$ cat src/rtl/parking_gate_sequencer.sv
// rtl/parking_gate_sequencer.sv - sensor debounce, entry/exit barrier FSMs, commit arbitration and hour counter
module parking_gate_sequencer #(
  parameter int DEBOUNCE   = 4,
  parameter int TIMEOUT    = 16,
  parameter int HOUR_RESET = 8
) (
  input  logic       clk,
  input  logic       rst_n,
  input  logic       entry_sensor,
  input  logic       exit_sensor,
  input  logic       entry_badge_uni,
  input  logic       exit_badge_uni,
  input  logic       uni_is_vacated_space,
  input  logic       is_vacated_space,
  input  logic       hour_tick,
  input  logic       hour_load,
  input  logic [4:0] hour_in,
  output logic [4:0] current_hour,
  output logic       car_entered,
  output logic       is_uni_car_entered,
  output logic       car_exited,
  output logic       is_uni_car_exited,
  output logic       entry_gate_open,
  output logic       exit_gate_open,
  output logic       entry_denied,
  output logic       entry_abort,
  output logic       exit_abort
);

  localparam int DW = $clog2(DEBOUNCE + 1);
  localparam int TW = $clog2(TIMEOUT + 1);

  typedef enum logic [2:0] {
    S_IDLE,
    S_CHECK,
    S_DENY,
    S_OPEN,
    S_COMMIT,
    S_WAIT_CLEAR
  } state_e;

  // Index 0 is the entry lane, index 1 the exit lane; both share the same machinery.
  logic [1:0]    sensor_raw;
  logic [1:0]    badge_raw;
  logic [1:0]    space_ok;
  logic [1:0]    sync1_q;
  logic [1:0]    sync2_q;
  logic [1:0]    deb_q;
  logic [1:0]    deb_d;
  logic [1:0]    rise;
  logic [DW-1:0] dcnt_q [2];
  logic [DW-1:0] dcnt_d [2];
  state_e        state_q [2];
  state_e        state_d [2];
  logic [TW-1:0] tmr_q [2];
  logic [TW-1:0] tmr_d [2];
  logic [1:0]    uni_q;
  logic [1:0]    uni_d;
  logic [1:0]    grant;
  logic [4:0]    hour_q;
  logic [4:0]    hour_d;

  assign sensor_raw  = {exit_sensor, entry_sensor};
  assign badge_raw   = {exit_badge_uni, entry_badge_uni};
  // The exit lane never checks for space; entry picks the pool matching the badge.
  assign space_ok[0] = entry_badge_uni ? uni_is_vacated_space : is_vacated_space;
  assign space_ok[1] = 1'b1;

  // Exit commits win; an entry commit waits while the exit lane is committing.
  assign grant[1] = (state_q[1] == S_COMMIT);
  assign grant[0] = (state_q[0] == S_COMMIT) && (state_q[1] != S_COMMIT);

  // Debounce: accept a new level after DEBOUNCE consecutive differing synchronised samples.
  always_comb begin
    for (int i = 0; i < 2; i++) begin
      deb_d[i]  = deb_q[i];
      dcnt_d[i] = '0;
      if (sync2_q[i] != deb_q[i]) begin
        if (dcnt_q[i] == DW'(DEBOUNCE - 1)) begin
          deb_d[i] = sync2_q[i];
        end else begin
          dcnt_d[i] = dcnt_q[i] + 1'b1;
        end
      end
    end
  end

  // A rise is acted on in the very cycle the debounced level flips.
  assign rise = deb_d & ~deb_q;

  // Hour counter next value: load (clamped to 23) beats tick (wraps 23 -> 0).
  always_comb begin
    hour_d = hour_q;
    if (hour_load) begin
      hour_d = (hour_in > 5'd23) ? 5'd23 : hour_in;
    end else if (hour_tick) begin
      hour_d = (hour_q == 5'd23) ? 5'd0 : hour_q + 5'd1;
    end
  end

  // Synchroniser, debounce and hour registers.
  always_ff @(posedge clk or negedge rst_n) begin
    if (!rst_n) begin
      sync1_q   <= '0;
      sync2_q   <= '0;
      deb_q     <= '0;
      dcnt_q[0] <= '0;
      dcnt_q[1] <= '0;
      hour_q    <= 5'(HOUR_RESET);
    end else begin
      sync1_q <= sensor_raw;
      sync2_q <= sync1_q;
      deb_q   <= deb_d;
      dcnt_q  <= dcnt_d;
      hour_q  <= hour_d;
    end
  end

  // Lane FSM state, open timer and latched badge.
  always_ff @(posedge clk or negedge rst_n) begin
    if (!rst_n) begin
      state_q[0] <= S_IDLE;
      state_q[1] <= S_IDLE;
      tmr_q[0]   <= '0;
      tmr_q[1]   <= '0;
      uni_q      <= '0;
    end else begin
      state_q <= state_d;
      tmr_q   <= tmr_d;
      uni_q   <= uni_d;
    end
  end

  // Lane FSM next state; the timer holds the number of the current open cycle.
  always_comb begin
    for (int i = 0; i < 2; i++) begin
      state_d[i] = state_q[i];
      tmr_d[i]   = tmr_q[i];
      uni_d[i]   = uni_q[i];
      case (state_q[i])
        S_IDLE: begin
          if (rise[i]) state_d[i] = S_CHECK;
        end
        S_CHECK: begin
          uni_d[i]   = badge_raw[i];
          tmr_d[i]   = TW'(1);
          state_d[i] = space_ok[i] ? S_OPEN : S_DENY;
        end
        S_DENY: begin
          state_d[i] = S_WAIT_CLEAR;
        end
        S_OPEN: begin
          tmr_d[i] = tmr_q[i] + 1'b1;
          if (tmr_q[i] == TW'(TIMEOUT)) begin
            state_d[i] = S_WAIT_CLEAR;
          end else if (!deb_q[i]) begin
            state_d[i] = S_COMMIT;
          end
        end
        S_COMMIT: begin
          if (grant[i]) state_d[i] = S_IDLE;
        end
        S_WAIT_CLEAR: begin
          if (!deb_q[i]) state_d[i] = S_IDLE;
        end
        default: begin
          state_d[i] = S_IDLE;
        end
      endcase
    end
  end

  // Outputs are decoded from registered state only, so reset clears them at once.
  always_comb begin
    entry_gate_open    = (state_q[0] == S_OPEN);
    exit_gate_open     = (state_q[1] == S_OPEN);
    entry_abort        = (state_q[0] == S_OPEN) && (tmr_q[0] == TW'(TIMEOUT));
    exit_abort         = (state_q[1] == S_OPEN) && (tmr_q[1] == TW'(TIMEOUT));
    entry_denied       = (state_q[0] == S_DENY);
    car_entered        = grant[0];
    is_uni_car_entered = grant[0] & uni_q[0];
    car_exited         = grant[1];
    is_uni_car_exited  = grant[1] & uni_q[1];
  end

  assign current_hour = hour_q;

endmodule

$ cat config.mk
export PLATFORM = sky130hd
export DESIGN_NAME = parking_gate_sequencer
export DESIGN_NICKNAME = d
export VERILOG_FILES = /design/src/rtl/parking_gate_sequencer.sv
export SDC_FILE = /design/constraint.sdc
export NUM_CORES = 1
export LEC_CHECK = 0
export ABC_AREA = 1
export BUFFER_PORTS_ARGS = -buffer_cell sky130_fd_sc_hd__buf_2
export CAP_MARGIN = 40
export CELL_PAD_IN_SITES_DETAIL_PLACEMENT = 1
export CELL_PAD_IN_SITES_GLOBAL_PLACEMENT = 2
export CORE_MARGIN = 10
export CORE_UTILIZATION = 25
export DETAILED_ROUTE_END_ITERATION = 12
export PLACE_DENSITY = 0.74
export REMOVE_ABC_BUFFERS = 1
export SYNTH_ARGS = -nofsm -noshare
export SYNTH_HDL_FRONTEND = slang
export SYNTH_SLANG_ARGS = --single-unit
$ cat constraint.sdc
create_clock -name clk -period 1.5 [get_ports clk]
set_input_delay 0.075 -clock clk [delete_from_list [all_inputs] [get_ports clk]]
set_output_delay 0.075 -clock clk [all_outputs]
set_load 0.01 [all_outputs]
==> results by group <==
Global route
  – Vias in the first global route: 1684
  – Total global-route track usage: 0.0843
  – Initial antenna violation count: 0
  – First-pass GRT wire length: 7660 µm
  – Total grt overflow: 0
  – Largest net degree at the start of global routing: 36

Die
  – Die W: 104 µm
  – Core Footprint: 6830 µm²
  – Row count: 30
  – Die H: 104 µm
  – # IOs: 29
  – Die area: 10800 µm²
  – Starting Density: 0.258

Logic synthesis
  – Mapped cell area: 1770 µm²
  – FF+latch count, synth: 35
  – Synth Flop Type: dfrtp_1
  – Mean cell area of the mapped netlist: 8.21 µm²
  – Post-synthesis cell type count: 31
  – Yosys warnings: 0
  – Post-synth EDFFs: 0
  – Synth async-reset ratio: 1.00
  – Sequential area share after synthesis: 0.497
  – Mapped Cells: 215

STA
  – Post-route minimum period: 1430 ps
  – Worst Max-Slew Pin Slew: 467 ps
  – RSZ-0062 raised after global routing: true
  – Clk_skew: 7.33 ps
  – Final setup vio count: 0
  – Max-slew violation count: 0
  – Slew HR: 0.689
  – Tightest hold margin: 36.1 ps
  – Final hold vios: 0
  – Fmax: 701 MHz
  – Final period util: 0.951

Place
  – DP Cell Count: 340
  – Half-perimeter wire length after placement: 3200 µm
  – IO Port Bufs: 28
  – Placer Congestion: 0.771

Critical path
  – Crit-path cells: inv_2 -> nand3_2 -> nor2_2 -> buf_2
  – Crit path arrival time: 1350 ps
  – Crit path from: state_q[5]
  – Crit-path max FO: 6
  – Critical path required time: 1420 ps
  – R2R cell count: 8
  – Reg2Reg Launch Point: tmr_q[0]
  – CP endpoint kind: output port
  – Crit Path Class: reg -> out
  – Max stage delay on crit path: 480 ps
  – Worst setup SP type: flop
  – R2r endpoint: state_q[0]
  – Slowest CP cell: dfrtp_1
  – Flop-to-flop setup slack: 200 ps

Run
  – # Max-Cap Violations: 0

CTS
  – Clk buf depth: 2
  – Worst-Skew Late Latency: 290 ps
  – CTS tree: yes
  – Clk sinks: 35
  – CTS root buf: clkbuf_8
  – CTS Buf Count: 5
  – Htree depth: 2
  – Clk slew on worst S/H paths: 80 ps

Cells and area
  – Finished Layout Cells: 358
  – Most common cell after layout, fill and taps aside: nand2_1
  – Fin util: 0.332
  – Nets: 283
  – Syn-to-layout area delta: 28.3%
  – Most frequent cells in the layout: nand2_1, dfrtp_1, inv_1
  – FILL cells: 841
  – Ant. Diodes: 0
  – Share of layout cells above drive strength 1: 0.229

Hold path
  – Hold Path Depth: 3
  – Worst min-delay path endpoint: current_hour[0]
  – Worst hold path class: in -> reg
  – Worst Hold Launch: hour_in[0]

Drt
  – Average wire per standard cell: 12.1 µm
  – DRC viols: 0
  – First-pass DRT Iterations: 4
  – Avg Vias per Cell: 4.24
  – Total Wirelength: 4340 µm
  – Vias post-DR: 1518
  – Post-route ant nets: 0
  – 1st-iter DRT viols: 32

Power
  – Total power: 3.82 mW
  – Leak pwr: 1.15 nW
  – VDD IR max: 497 µV
  – Pwr/cell area: 1690 nW/µm²

Run status
  – Outcome: finished, final reports clean
-- kinds of logic after synthesis --
| kind of cell | count (synthesis) | share of synthesized area |
|---|---|---|
| AOI/OAI and AO/OA | 34 | 0.106 |
| xor gates and xnor gates | 3 | 0.0149 |
| DFF | 35 | 0.497 |
| muxes | 1 | 0.00567 |
| and+or+nand+nor | 100 | 0.252 |
| buffers and inverters | 35 | 0.0751 |
| adders and majority gates | 7 | 0.0496 |
-- metal layers --
metal,part of all wire,vias up,routed length (µm),GRT usage
li1,-,783,-,-
met1,0.48,703,2090,0.104
met2,0.46,27,1980,0.131
met3,0.051,5,223,0.0341
met4,0.0088,0,38,0.0268
met5,0,-,0,0
-- final cells by class --
| type | count | area (µm²) | share of cell area |
|---|---|---|---|
| Clock inverter | 3 | 43.8 | 0.0193 |
| Sequential cell | 35 | 880 | 0.388 |
| Tap cell | 96 | 120 | 0.0530 |
| Multi-Input combinational cell | 145 | 773 | 0.341 |
| Inverter | 34 | 128 | 0.0563 |
| Timing Repair Buffer | 40 | 253 | 0.112 |
| Clock buffer | 5 | 68.8 | 0.0304 |
-- synth_stat cells (all sizes together) (2+ instances only) --
cell / instances / area share
o31ai: 2 / 0.0085
nor2: 21 / 0.050
ha: 7 / 0.050
a21oi: 5 / 0.014
inv: 33 / 0.070
dfrtp: 34 / 0.48
nand3: 18 / 0.054
xnor2: 2 / 0.0099
o21ai: 21 / 0.060
nor3: 7 / 0.020
a31oi: 3 / 0.011
nand2: 49 / 0.11
-- power breakdown --
| group | internal [mW] | leakage (nW) | switching, mW |
|---|---|---|---|
| combinational | 0.601 | 0.655 | 0.838 |
| sequential | 1.23 | 0.436 | 0.267 |
| clock | 0.495 | 0.0581 | 0.392 |
| total | 2.32 | 1.15 | 1.50 |
-- flip-flops by register name (all words and copies together), names as in the netlist --
| signal | flops |
|---|---|
| tmr_q | 10 |
| dcnt_q | 6 |
| state_q | 6 |
| current_hour | 5 |
| deb_q | 2 |
| sync1_q | 2 |
| sync2_q | 2 |
| uni_q | 2 |
-- timing repair --
item,in CTS,in global routing
hold endpoints to repair,37,0
hold buffers,4,0
gates resized for setup,3,6
endpoints found under the setup margin,2,5
setup buffers,0,6
pin swaps,0,2
-- critical path, delay by kind of cell (launching register included) --
family | cells | cell delay [ps]
simple gates | 2 | 300
buf+inv | 2 | 280
flops | 1 | 480
-- how the worst max path moves through the flow --
stage / to
floorplan: current_hour[1]
finish: entry_abort
detailed placement: current_hour[1]
global route: entry_abort
CTS: entry_abort
global placement: current_hour[1]
-- through the flow --
stage	TNS, ps	worst slack (ps)	instance area, µm²
floorplan	0	259	1760
CTS	0	8.65	2200
global route	-57.7	-52.4	2270
global placement	0	170	2040
finish	0	73.6	2270
detailed placement	0	157	2040
No activity file was read; power rests on OpenSTA's default activity.
